==> src/rtl/cic_pkg.sv <==
// Shared constants and width helper for the multi-channel CIC decimator.
package cic_pkg;

  localparam int MAX_ORDER      = 6;
  localparam int MAX_DIFF_DELAY = 2;

  // Full-precision result width: one sign bit plus the CIC bit growth.
  function automatic int cic_out_w(input int order, input int dec, input int m);
    return 1 + order * $clog2(dec * m);
  endfunction

endpackage

==> src/rtl/cic_comb_stage.sv <==
// One comb stage of one channel: a frame-rate delay line and a registered subtract.
module cic_comb_stage
  import cic_pkg::*;
#(
  parameter int W = 10,
  parameter int M = 1
) (
  input  logic         clk,
  input  logic         rst,
  input  logic         i_clr,
  input  logic         i_en,
  input  logic [W-1:0] i_x,
  output logic [W-1:0] o_y
);

  if (M < 1 || M > MAX_DIFF_DELAY) begin : g_bad_m
    $error("cic_comb_stage: differential delay out of range");
  end

  logic [W-1:0] r_dly [M];
  logic [W-1:0] r_y;

  // The delay line only moves when a decimated frame passes this stage.
  always_ff @(posedge clk or negedge rst) begin
    if (!rst) begin
      r_y <= '0;
      for (int k = 0; k < M; k++) r_dly[k] <= '0;
    end else if (i_clr) begin
      r_y <= '0;
      for (int k = 0; k < M; k++) r_dly[k] <= '0;
    end else if (i_en) begin
      r_y      <= i_x - r_dly[M-1];
      r_dly[0] <= i_x;
      for (int k = 1; k < M; k++) r_dly[k] <= r_dly[k-1];
    end
  end

  assign o_y = r_y;

endmodule

==> src/rtl/cic_decimator.sv <==
// Multi-channel CIC decimator for PDM lanes: pipelined integrators, self-timed
// decimation strobe, comb pipeline and a valid/ready result port with overrun flag.
module cic_decimator
  import cic_pkg::*;
#(
  parameter int CHANNELS   = 2,
  parameter int ORDER      = 3,
  parameter int DEC        = 64,
  parameter int DIFF_DELAY = 1,
  parameter int OUT_W      = cic_out_w(ORDER, DEC, DIFF_DELAY)
) (
  input  logic                      clk,
  input  logic                      rst,
  input  logic                      clr,
  input  logic                      in_valid,
  input  logic [CHANNELS-1:0]       pdm_in,
  output logic                      out_valid,
  input  logic                      out_ready,
  output logic [CHANNELS*OUT_W-1:0] out_data,
  output logic                      overrun
);

  localparam int               CNT_W     = $clog2(DEC);
  localparam logic [CNT_W-1:0] CNT_LAST  = CNT_W'(DEC - 1);
  localparam logic [OUT_W-1:0] PLUS_ONE  = OUT_W'(1);
  localparam logic [OUT_W-1:0] MINUS_ONE = '1;

  if (OUT_W != cic_out_w(ORDER, DEC, DIFF_DELAY)) begin : g_bad_w
    $error("cic_decimator: OUT_W is derived and must not be overridden");
  end
  if (ORDER < 1 || ORDER > MAX_ORDER || DEC < 2 || CHANNELS < 1) begin : g_bad_cfg
    $error("cic_decimator: illegal ORDER, DEC or CHANNELS");
  end

  logic [CNT_W-1:0] r_cnt;
  logic [ORDER-1:0] r_en;
  logic [OUT_W-1:0] r_integ [CHANNELS][ORDER];
  logic [OUT_W-1:0] w_comb  [CHANNELS][ORDER+1];
  logic             r_out_valid;
  logic             r_overrun;

  // r_en[0] is the capture strobe; r_en[j] advances comb stage j one cycle later.
  always_ff @(posedge clk or negedge rst) begin
    if (!rst) begin
      r_cnt <= '0;
      r_en  <= '0;
    end else if (clr) begin
      r_cnt <= '0;
      r_en  <= '0;
    end else begin
      r_en[0] <= in_valid && (r_cnt == CNT_LAST);
      for (int j = 1; j < ORDER; j++) r_en[j] <= r_en[j-1];
      if (in_valid) r_cnt <= (r_cnt == CNT_LAST) ? '0 : r_cnt + 1'b1;
    end
  end

  // Each integrator adds the registered value of the previous one; wrap is intended.
  always_ff @(posedge clk or negedge rst) begin
    if (!rst) begin
      for (int c = 0; c < CHANNELS; c++)
        for (int k = 0; k < ORDER; k++) r_integ[c][k] <= '0;
    end else if (clr) begin
      for (int c = 0; c < CHANNELS; c++)
        for (int k = 0; k < ORDER; k++) r_integ[c][k] <= '0;
    end else if (in_valid) begin
      for (int c = 0; c < CHANNELS; c++) begin
        r_integ[c][0] <= r_integ[c][0] + (pdm_in[c] ? PLUS_ONE : MINUS_ONE);
        for (int k = 1; k < ORDER; k++) r_integ[c][k] <= r_integ[c][k] + r_integ[c][k-1];
      end
    end
  end

  for (genvar c = 0; c < CHANNELS; c++) begin : g_ch
    assign w_comb[c][0] = r_integ[c][ORDER-1];
    for (genvar j = 0; j < ORDER; j++) begin : g_st
      cic_comb_stage #(
        .W (OUT_W),
        .M (DIFF_DELAY)
      ) u_comb (
        .clk   (clk),
        .rst   (rst),
        .i_clr (clr),
        .i_en  (r_en[j]),
        .i_x   (w_comb[c][j]),
        .o_y   (w_comb[c][j+1])
      );
    end
    assign out_data[c*OUT_W +: OUT_W] = w_comb[c][ORDER];
  end

  // Handshake: a result is transferred on a cycle with out_valid && out_ready; while
  // out_valid && !out_ready the data is held, except that a newly landed frame
  // replaces it (setting sticky overrun). A frame landing in the accept cycle keeps
  // out_valid high with the new data.
  always_ff @(posedge clk or negedge rst) begin
    if (!rst) begin
      r_out_valid <= 1'b0;
      r_overrun   <= 1'b0;
    end else if (clr) begin
      r_out_valid <= 1'b0;
      r_overrun   <= 1'b0;
    end else if (r_en[ORDER-1]) begin
      r_out_valid <= 1'b1;
      if (r_out_valid && !out_ready) r_overrun <= 1'b1;
    end else if (out_ready) begin
      r_out_valid <= 1'b0;
    end
  end

  assign out_valid = r_out_valid;
  assign overrun   = r_overrun;

endmodule

==> config.mk <==
export PLATFORM = sky130hd
export DESIGN_NAME = cic_decimator
export DESIGN_NICKNAME = d
export VERILOG_FILES = /design/src/rtl/cic_pkg.sv /design/src/rtl/cic_comb_stage.sv /design/src/rtl/cic_decimator.sv
export SDC_FILE = /design/constraint.sdc
export NUM_CORES = 1
export LEC_CHECK = 0
export ABC_AREA = 1
export CAP_MARGIN = 15
export CORE_MARGIN = 4
export CORE_UTILIZATION = 64
export DETAILED_ROUTE_END_ITERATION = 10
export PLACE_DENSITY = 0.92
export SLEW_MARGIN = 20
export SYNTH_ARGS = -nofsm -noshare
export SYNTH_HDL_FRONTEND = slang
export SYNTH_SLANG_ARGS = --single-unit
==> constraint.sdc <==
create_clock -name clk -period 1.95 [get_ports clk]
set_input_delay 0.2925 -clock clk [delete_from_list [all_inputs] [get_ports clk]]
set_output_delay 0.2925 -clock clk [all_outputs]
set_load 0.02 [all_outputs]
==> results of run 1 <==
[worst max path at each step]
stage / from / end / cells past startpoint
3_5_place_dp: pdm_in[1] / r_integ[53]$_DFFE_PN0P_ / 12
4_1_cts: g_ch[1].g_st[0].u_comb.o_y[0]$_DFFE_PN0P_ / g_ch[1].g_st[1].u_comb.o_y[12]$_DFFE_PN0P_ / 13
6_report: g_ch[0].g_st[0].u_comb.o_y[0]$_DFFE_PN0P_ / g_ch[0].g_st[1].u_comb.o_y[8]$_DFFE_PN0P_ / 11
2_1_floorplan: pdm_in[0] / r_integ[105]$_DFFE_PN0P_ / 9
5_1_grt: r_integ[8]$_DFFE_PN0P_ / r_integ[18]$_DFFE_PN0P_ / 9
3_3_place_gp: pdm_in[0] / r_integ[105]$_DFFE_PN0P_ / 11
[kinds of logic after synthesis]
logic type,Yosys count
buf+inv,565
simple gates,1976
fa+ha+maj,227
flops,353
xor+xnor,22
compound gates,572
[what timing repair did]
item,in CTS,in global routing
gates cloned,0,0
endpoints found under the hold margin,50,0
buffers inserted,0,9
hold buffers,1,0
endpoints found under the setup margin,18,85
pin swaps,0,10
gates resized for setup,13,121
[final cells by class]
class                      instances  area, um2  share of cell area
clock buffer                      56       1160              0.0396
tap                              518        648              0.0221
sequential                       353       8840               0.301
inverter                         493       1850              0.0631
clock inverter                    16        246             0.00840
timing repair buffer             170       1700              0.0579
multi-input combinational       2797      14900               0.508
[state kept, by name, indices dropped and copies added (netlist names)]
signal and count:
g_ch.g_st.u_comb.r_dly 114, r_cnt 6, g_ch.g_st.u_comb.o_y 114, r_en 3, overrun 1, r_integ 114
out_valid 1
[metrics by stage]
stage	hold WS, ns	area [um2]	setup TNS, ns	setup WS (ns)
floorplan	-0.00309	25500	0	0.0993
global placement	0.278	27400	-7.83	-0.343
detailed placement	0.277	27400	-9.18	-0.356
CTS	0.289	28800	0	0.00601
global route	0.324	29300	-0.189	-0.0388
finish	0.278	29300	0	0.0487
[worst max-delay path: stages, from the launching register on]
cell and delay [ns]:
dfrtp_1 0.33, inv_1 0.07, ha_2 0.20, fa_1 0.37, inv_2 0.10, nand3_2 0.09, nand3_2 0.10, nand2_1 0.08
nand2_2 0.11, a21oi_1 0.08, o21ai_0 0.11, o21ai_0 0.13
[placed cells by master, fill, tap and decap left out, types with 25 or more instances in the layout]
| cell type | count |
|---|---|
| o21ai_1 | 33 |
| o22ai_1 | 74 |
| buf_4 | 99 |
| clkdlybuf4s50_1 | 45 |
| clkbuf_16 | 41 |
| o21ai_0 | 198 |
| nand2_1 | 1286 |
| nand3b_1 | 63 |
| nand3_2 | 25 |
| nor2_1 | 275 |
| nand3_1 | 240 |
| dfrtp_1 | 350 |
| ha_1 | 179 |
| a21oi_1 | 214 |
| inv_1 | 481 |
| nor3_1 | 45 |
[power by group]
group | internal (mW) | switching (mW)
clock | 4.96 | 3.11
sequential | 7.56 | 0.317
combinational | 1.63 | 2.59
[routing by layer]
metal	vias to the layer above	track usage	part of all wire
li1	12300	-	-
met1	11300	0.358	0.43
met2	747	0.504	0.49
met3	206	0.0311	0.044
met4	0	0.0969	0.034
met5	-	0	0
==> key figures, run 1 <==
Route
  – Final WL: 62.2 mm
  – Initial DRC count: 1826
  – Post-route ant nets: 0
  – Vias per cell: 5.59
  – Detailed Routing Iterations Pass 1: 5
  – Vias: 24600
  – Post-route DRC: 0
  – Avg WL per Cell: 14.1 um

Critical path
  – Critical Path Fanout Max: 4
  – Startpoint types: flop
  – R2R Setup Slk: 0.05 ns
  – CP endpoint kind: flop
  – Register-to-Register Path Depth: 11
  – R2R Path End: g_ch[0].g_st[1].u_comb.o_y[8]$_DFFE_PN0P_
  – WS Path Type: reg -> reg
  – Critical Path RT: 2.38 ns
  – R2r startpoint: g_ch[0].g_st[0].u_comb.o_y[0]$_DFFE_PN0P_
  – Arr. time, crit path: 2.33 ns

Synthesis
  – Post-synth top area cell: dfrtp_1
  – YS warnings: 0
  – Top cells by area, synth: dfrtp_1, nand2_1, ha_1
  – Post-synth EDFFs: 0
  – Synth Area in Simple Gates: 0.318
  – Post-Syn Area per Cell: 6.86 um2
  – Largest family of logic cells by synthesized area: simple AND/OR/NAND/NOR gates
  – Sequential area share after synthesis: 0.346
  – Post-Syn Nets: 3949
  – Synth unique cells: 32
  – Yosys reg bits: 353
  – Synth Area in Adders: 0.115
  – Top cells by count, synth: nand2_1, inv_1, dfrtp_1
  – Compound-Gate Fraction of Synth Area: 0.124
  – Share of the synthesized area in the top cell type: 0.346
  – Synth Flop Type: dfrtp_1
  – Synthesized area: 25500 um2
  – Asr flop ratio synth: 1.00
  – Most numerous cell in the Yosys netlist: nand2_1
  – Cells after synthesis: 3715
  – Mux share of post-synthesis cell area: 0
  – Xor/xnor cell area share of the yosys netlist: 0.00756

Finish
  – Fin util: 0.752
  – Final non-filler cell total: 4403
  – Fillers: 2779
  – Fraction of layout cells with a size suffix above 1: 0.0865
  – Nets: 4089
  – Area added between synthesis and finish: 15.1%
  – Antenna fix cells: 0

STA
  – Fin. Hold Viols: 0
  – Setup violators final: 0
  – Final Skew: 0.0194 ns
  – Slew Limit Fails: 0
  – Slew HR: 0.642
  – Final critical-path required period: 1.90 ns
  – Fmax achieved: 526 MHz
  – Crit share post-route: 0.975
  – Unrepaired setup endpoints after global routing: yes
  – Worst Tran Pin Value: 0.538 ns

Run
  – Max_cap viols: 0

Placed design
  – GP Congestion: 0.947
  – DP HPWL: 43.3 mm
  – I/O Buffers: 46
  – Placed cells: 4321

Pwr
  – VDD IR max: 0.000492 V
  – Final Power: 20.2 mW
  – Leakage Power: 16.0 nW
  – Power Density: 687 nW/um2

GRT
  – Global route overflow: 0
  – Initial antenna violation count: 0
  – Pin count of the biggest net entering global routing: 60
  – First-pass GRT wire length: 107 mm
  – Number of global-route vias before repair: 24200
  – Global Route Usage Sum: 0.282

Floorplan
  – CORE AREA: 39000 um2
  – Die H: 208 um
  – DIE AREA: 43100 um2
  – Num rows: 72
  – Die X: 208 um
  – Starting density of the core: 0.654
  – IO Pins: 47

CTS
  – CTS buffer count: 40
  – H-tree levels: 2
  – Clock Tree Buf Depth: 3
  – Clk_lat worst skew: 0.56 ns
  – CTS root buf: clkbuf_16
  – CTS sink cnt: 353
  – Clock-pin transition on the worst setup and hold timing paths: 0.06 ns
  – CTS tree: yes

Min path
  – Hold Crit Class: in -> async

Run status
  – Status: completed
No activity file was read; power rests on OpenSTA's default activity.
==> run 2: changes to the inputs <==
--- a/config.mk
+++ b/config.mk
@@ -5,12 +5,12 @@
 export SDC_FILE = /design/constraint.sdc
 export NUM_CORES = 1
 export LEC_CHECK = 0
-export ABC_AREA = 1
+export ABC_AREA = 0
 export CAP_MARGIN = 15
 export CORE_MARGIN = 4
 export CORE_UTILIZATION = 64
 export DETAILED_ROUTE_END_ITERATION = 10
-export PLACE_DENSITY = 0.92
+export PLACE_DENSITY = 0.93
 export SLEW_MARGIN = 20
 export SYNTH_ARGS = -nofsm -noshare
 export SYNTH_HDL_FRONTEND = slang
==> key figures, run 2 <==
Run status
  – Status: aborted with a tool error
  – Last stage: global routing (5_1_grt)
  – Err: [ERROR GRT-0232] Routing congestion too high. Check the congestion heatmap in the GUI.

STA
  – Worst_ep kind: register input
  – Worst endpoint after global-route timing repair: g_ch[1].g_st[1].u_comb.o_y[18]$_DFFE_PN0P_/D

Synthesis
  – Sequential area share after synthesis: 0.367
  – Synth Flop Type: dfrtp_1
  – Post-Syn Area per Cell: 9.04 um2
  – Share of the synthesized area in the top cell type: 0.367
  – Asr flop ratio synth: 1.00
  – Most numerous cell in the Yosys netlist: dfrtp_1
  – Yosys reg bits: 353
  – Cells after synthesis: 2661
  – YS warnings: 0
  – Post-synth EDFFs: 0
  – Post-Syn Nets: 2895
  – Post-synth top area cell: dfrtp_1
  – Top cells by area, synth: dfrtp_1, ha_1, mux2i_1
  – Top cells by count, synth: dfrtp_1, nor2_1, ha_1
  – Synth unique cells: 70
  – Synthesized area: 24100 um2

Floorplan
  – Die H: 202 um
  – Starting density of the core: 0.653
  – IO Pins: 47
  – Die X: 202 um
  – Num rows: 70

GRT
  – Global route overflow: 5005
  – Pin count of the biggest net entering global routing: 108
  – Global Route Usage Sum: 1.05

CTS
  – CTS buffer count: 39
  – H-tree levels: 2
  – Clock Tree Buf Depth: 3
  – CTS sink cnt: 353
  – CTS root buf: clkbuf_16

Placed design
  – DP HPWL: 51.2 mm
  – I/O Buffers: 46
  – Pre-CTS WS: -1.25 ns
  – GP Congestion: 0.972
==> run 2: cell types whose count changed after synthesis, sizes merged, moves of 64 or more <==
| cell | previous run | this run |
|---|---|---|
| mux2i | 0 | 185 |
| inv | 493 | 165 |
| xnor2 | 14 | 78 |
| a21o | 2 | 82 |
| o22ai | 93 | 8 |
| nand3 | 265 | 44 |
| a21oi | 227 | 157 |
| o21ai | 233 | 152 |
| nand2 | 1298 | 185 |
==> run 2: per-layer routing <==
metal / overflow / global-route usage
met5: 11 / 0.369
met1: 30 / 0.905
met4: 978 / 1.16
met2: 3956 / 1.45
met3: 30 / 0.762
==> run 2: repair_timing <==
action                                  in CTS
hold buffers                                 1
endpoints found under the setup margin     160
gates resized for setup                    398
setup buffers                              113
pin swaps                                  251
hold endpoints to repair                    44
==> run 2: cells by family after synthesis <==
logic type	Yosys count	share of synthesized area
AO/OA/AOI/OAI	682	0.186
XOR/XNOR	149	0.0542
adder cells (fa/ha/maj)	227	0.122
buffers and inverters	260	0.0405
flip-flops	353	0.367
multiplexers	191	0.0797
AND/OR/NAND/NOR	799	0.151
==> run 2: metrics by stage <==
stage	instance area, um2	cells
2_1_floorplan	25000	2661
3_3_place_gp	30000	3661
3_5_place_dp	30000	3661
4_1_cts	33800	3828
==> run 3: changes to the inputs <==
--- a/config.mk
+++ b/config.mk
@@ -8,9 +8,9 @@
 export ABC_AREA = 0
 export CAP_MARGIN = 15
 export CORE_MARGIN = 4
-export CORE_UTILIZATION = 64
+export CORE_UTILIZATION = 40
 export DETAILED_ROUTE_END_ITERATION = 10
-export PLACE_DENSITY = 0.93
+export PLACE_DENSITY_LB_ADDON = 0.15
 export SLEW_MARGIN = 20
 export SYNTH_ARGS = -nofsm -noshare
 export SYNTH_HDL_FRONTEND = slang
==> key figures, run 3 <==
Run status
  – Status: finished with violations
  – Violated checks: setup timing

STA
  – Fmax achieved: 356 MHz
  – Fin. Hold Viols: 0
  – Crit share post-route: 1.44
  – Setup violators final: 152
  – Final critical-path required period: 2.81 ns
  – Unrepaired setup endpoints after global routing: yes
  – Final Skew: 0.0207 ns
  – Slew Limit Fails: 0
  – Worst Tran Pin Value: 0.672 ns
  – Final worst setup slack: -0.862 ns
  – Slew HR: 0.551

Finish
  – Area added between synthesis and finish: 45.1%
  – Antenna fix cells: 0
  – Fraction of layout cells with a size suffix above 1: 0.340
  – Final non-filler cell total: 4165
  – Most frequent cells in the layout: buf_4, nor2_1, dfrtp_1, mux2i_1, nand2_1
  – Commonest non-fill, non-tap cell in the layout: buf_4
  – Fillers: 5018
  – Nets: 3591

Synthesis
  – Compound-Gate Fraction of Synth Area: 0.186
  – Share of the synthesized area in the top cell type: 0.367
  – Top cells by area, synth: dfrtp_1, ha_1, mux2i_1
  – Yosys reg bits: 353
  – Post-Syn Nets: 2895
  – Synth Area in Simple Gates: 0.151
  – Synthesized area: 24100 um2
  – Largest family of logic cells by synthesized area: compound AO/OA/AOI/OAI gates
  – Sequential area share after synthesis: 0.367
  – Synth unique cells: 70
  – Xor/xnor cell area share of the yosys netlist: 0.0542
  – Post-Syn Area per Cell: 9.04 um2
  – Synth Area in Adders: 0.122
  – YS warnings: 0
  – Asr flop ratio synth: 1.00
  – Mux share of post-synthesis cell area: 0.0797
  – Synth Flop Type: dfrtp_1
  – Most numerous cell in the Yosys netlist: dfrtp_1
  – Cells after synthesis: 2661
  – Post-synth EDFFs: 0
  – Top cells by count, synth: dfrtp_1, nor2_1, ha_1
  – Post-synth top area cell: dfrtp_1

CTS
  – Clock-pin transition on the worst setup and hold timing paths: 0.06 ns
  – H-tree levels: 2
  – CTS root buf: clkbuf_16
  – CTS sink cnt: 353
  – CTS tree: yes
  – Clk_lat worst skew: 0.58 ns
  – CTS buffer count: 43
  – Clock Tree Buf Depth: 3

Placed design
  – DP HPWL: 42.9 mm
  – Pre-CTS WS: -1.21 ns
  – Placed cells: 3983
  – I/O Buffers: 46
  – GP Congestion: 0.862

Critical path
  – Worst path bufs/invs: 1
  – CP endpoint kind: flop
  – CP peak stage delay: 0.40 ns
  – Crit path cell chain: inv_2, ha_4, fa_2, nor2b_4, o311a_1, o41a_1, a221o_2, a221o_1, or4_1, nand3_1
  – Delay-heaviest family, CP: compound AO/OA/AOI/OAI gates
  – Startpoint types: flop
  – WS Path Type: reg -> reg
  – Critical Path RT: 2.46 ns
  – Critical Path Fanout Max: 2
  – Critical path's slowest cell: or4_1
  – Arr. time, crit path: 3.32 ns

Route
  – Final WL: 60.0 mm
  – Top routing layer in use: met4
  – Post-route DRC: 0
  – Post-route ant nets: 0
  – Initial DRC count: 780
  – Met2 WL: 29.0 mm
  – Avg WL per Cell: 14.4 um
  – Vias: 21200
  – Metal3 WL: 1.37 mm
  – Detailed Routing Iterations Pass 1: 6
  – Metal-1 WL: 28.2 mm
  – Vias per cell: 5.08

Pwr
  – VDD IR max: 0.000426 V
  – Sequential power share: 0.347
  – Combinational Power Share: 0.313
  – Clock share of power: 0.340
  – P_sw: 7.08 mW
  – Power Density: 664 nW/um2
  – Pint: 16.1 mW
  – Sw Share: 0.305
  – Leakage Power: 16.1 nW

Floorplan
  – Num rows: 89
  – Starting density of the core: 0.406
  – Die H: 253 um
  – CORE AREA: 59200 um2
  – IO Pins: 47
  – Die X: 253 um
  – DIE AREA: 64200 um2

GRT
  – Initial antenna violation count: 0
  – Global Route Usage Sum: 0.187
  – Pin count of the biggest net entering global routing: 67
  – First-pass GRT wire length: 103 mm
  – Global route overflow: 0
  – Number of global-route vias before repair: 21500

Run
  – Max_cap viols: 0

Min path
  – Hold Crit Class: in -> reg
-- run 3: cell counts after synthesis --
No cell type changed its count.
-- run 3: tightest hold or removal path: stages --
cell and delay, ns:
buf_8 0.10, buf_12 0.21, nor2_1 0.12
-- run 3: logic make-up after synthesis --
group / Yosys count
xor gates and xnor gates: 149
adders and majority gates: 227
muxes: 191
AOI/OAI and AO/OA: 682
DFF: 353
buffers and inverters: 260
and+or+nand+nor: 799
-- run 3: metrics by stage --
step	total power, mW	setup TNS, ns	hold slack [ns]	util	instance area [um2]
2_1_floorplan	11.9	-17.54	-0.00309	-	25000
3_3_place_gp	14.2	-55.78	0.236	0.519	30800
3_5_place_dp	14.4	-60.96	0.243	0.519	30800
4_1_cts	23.0	-35.43	0.174	0.573	33900
5_1_grt	24.5	-60.14	0.198	0.589	34900
6_report	23.2	-42.07	0.198	0.589	34900
-- run 3: power by group through the flow --
| stage | Clock, mW | Sequential [mW] | Combinational, mW |
|---|---|---|---|
| floorplan | 0 | 8.05 | 3.85 |
| global placement | 0 | 8.13 | 6.08 |
| detailed placement | 0 | 8.15 | 6.23 |
| CTS | 8.16 | 8.03 | 6.85 |
| global route | 8.41 | 8.09 | 8.04 |
| finish | 7.90 | 8.04 | 7.26 |
-- run 3: worst paths after layout --
check / cells past startpoint / start / end / slack [ns]
setup / recovery: 10 / g_ch[1].g_st[0].u_comb.o_y[0]$_DFFE_PN0P_ / g_ch[1].g_st[1].u_comb.o_y[18]$_DFFE_PN0P_ / -0.86
hold / removal: 3 / clr / g_ch[1].g_st[2].u_comb.o_y[9]$_DFFE_PN0P_ / 0.20
setup reg to reg: 10 / g_ch[1].g_st[0].u_comb.o_y[0]$_DFFE_PN0P_ / g_ch[1].g_st[1].u_comb.o_y[18]$_DFFE_PN0P_ / -0.86
hold reg to reg: 2 / g_ch[1].g_st[2].u_comb.o_y[6]$_DFFE_PN0P_ / g_ch[1].g_st[2].u_comb.o_y[6]$_DFFE_PN0P_ / 0.48
max in group asynchronous: 3 / rst / g_ch[1].g_st[1].u_comb.r_dly[3]$_DFFE_PN0P_ / 0.99
min in group asynchronous: 2 / rst / g_ch[0].g_st[2].u_comb.o_y[4]$_DFFE_PN0P_ / 0.23
-- run 3: layout make-up --
class	instances	area [um2]	area share
inverters	167	637	0.0182
repair buffers	744	6170	0.177
flip-flops and latches	353	8860	0.254
clock inverters	18	170	0.00487
well taps	773	967	0.0277
clock buffers	62	1240	0.0355
multi-input cells	2048	16900	0.483
-- run 3: repair_timing --
action                                 in CTS  in global routing
pin swaps                                 210                209
hold buffers                                1                  0
setup endpoints to repair                 151                169
endpoints found under the hold margin     124                  0
buffers inserted                           74                 55
gates resized for setup                   293                165
cloned                                      0                  0
-- run 3: metal layers --
layer / up-vias / track usage
met5: - / 0
li1: 10900 / -
met4: 0 / 0.0507
met2: 199 / 0.329
met3: 86 / 0.0195
met1: 9941 / 0.245
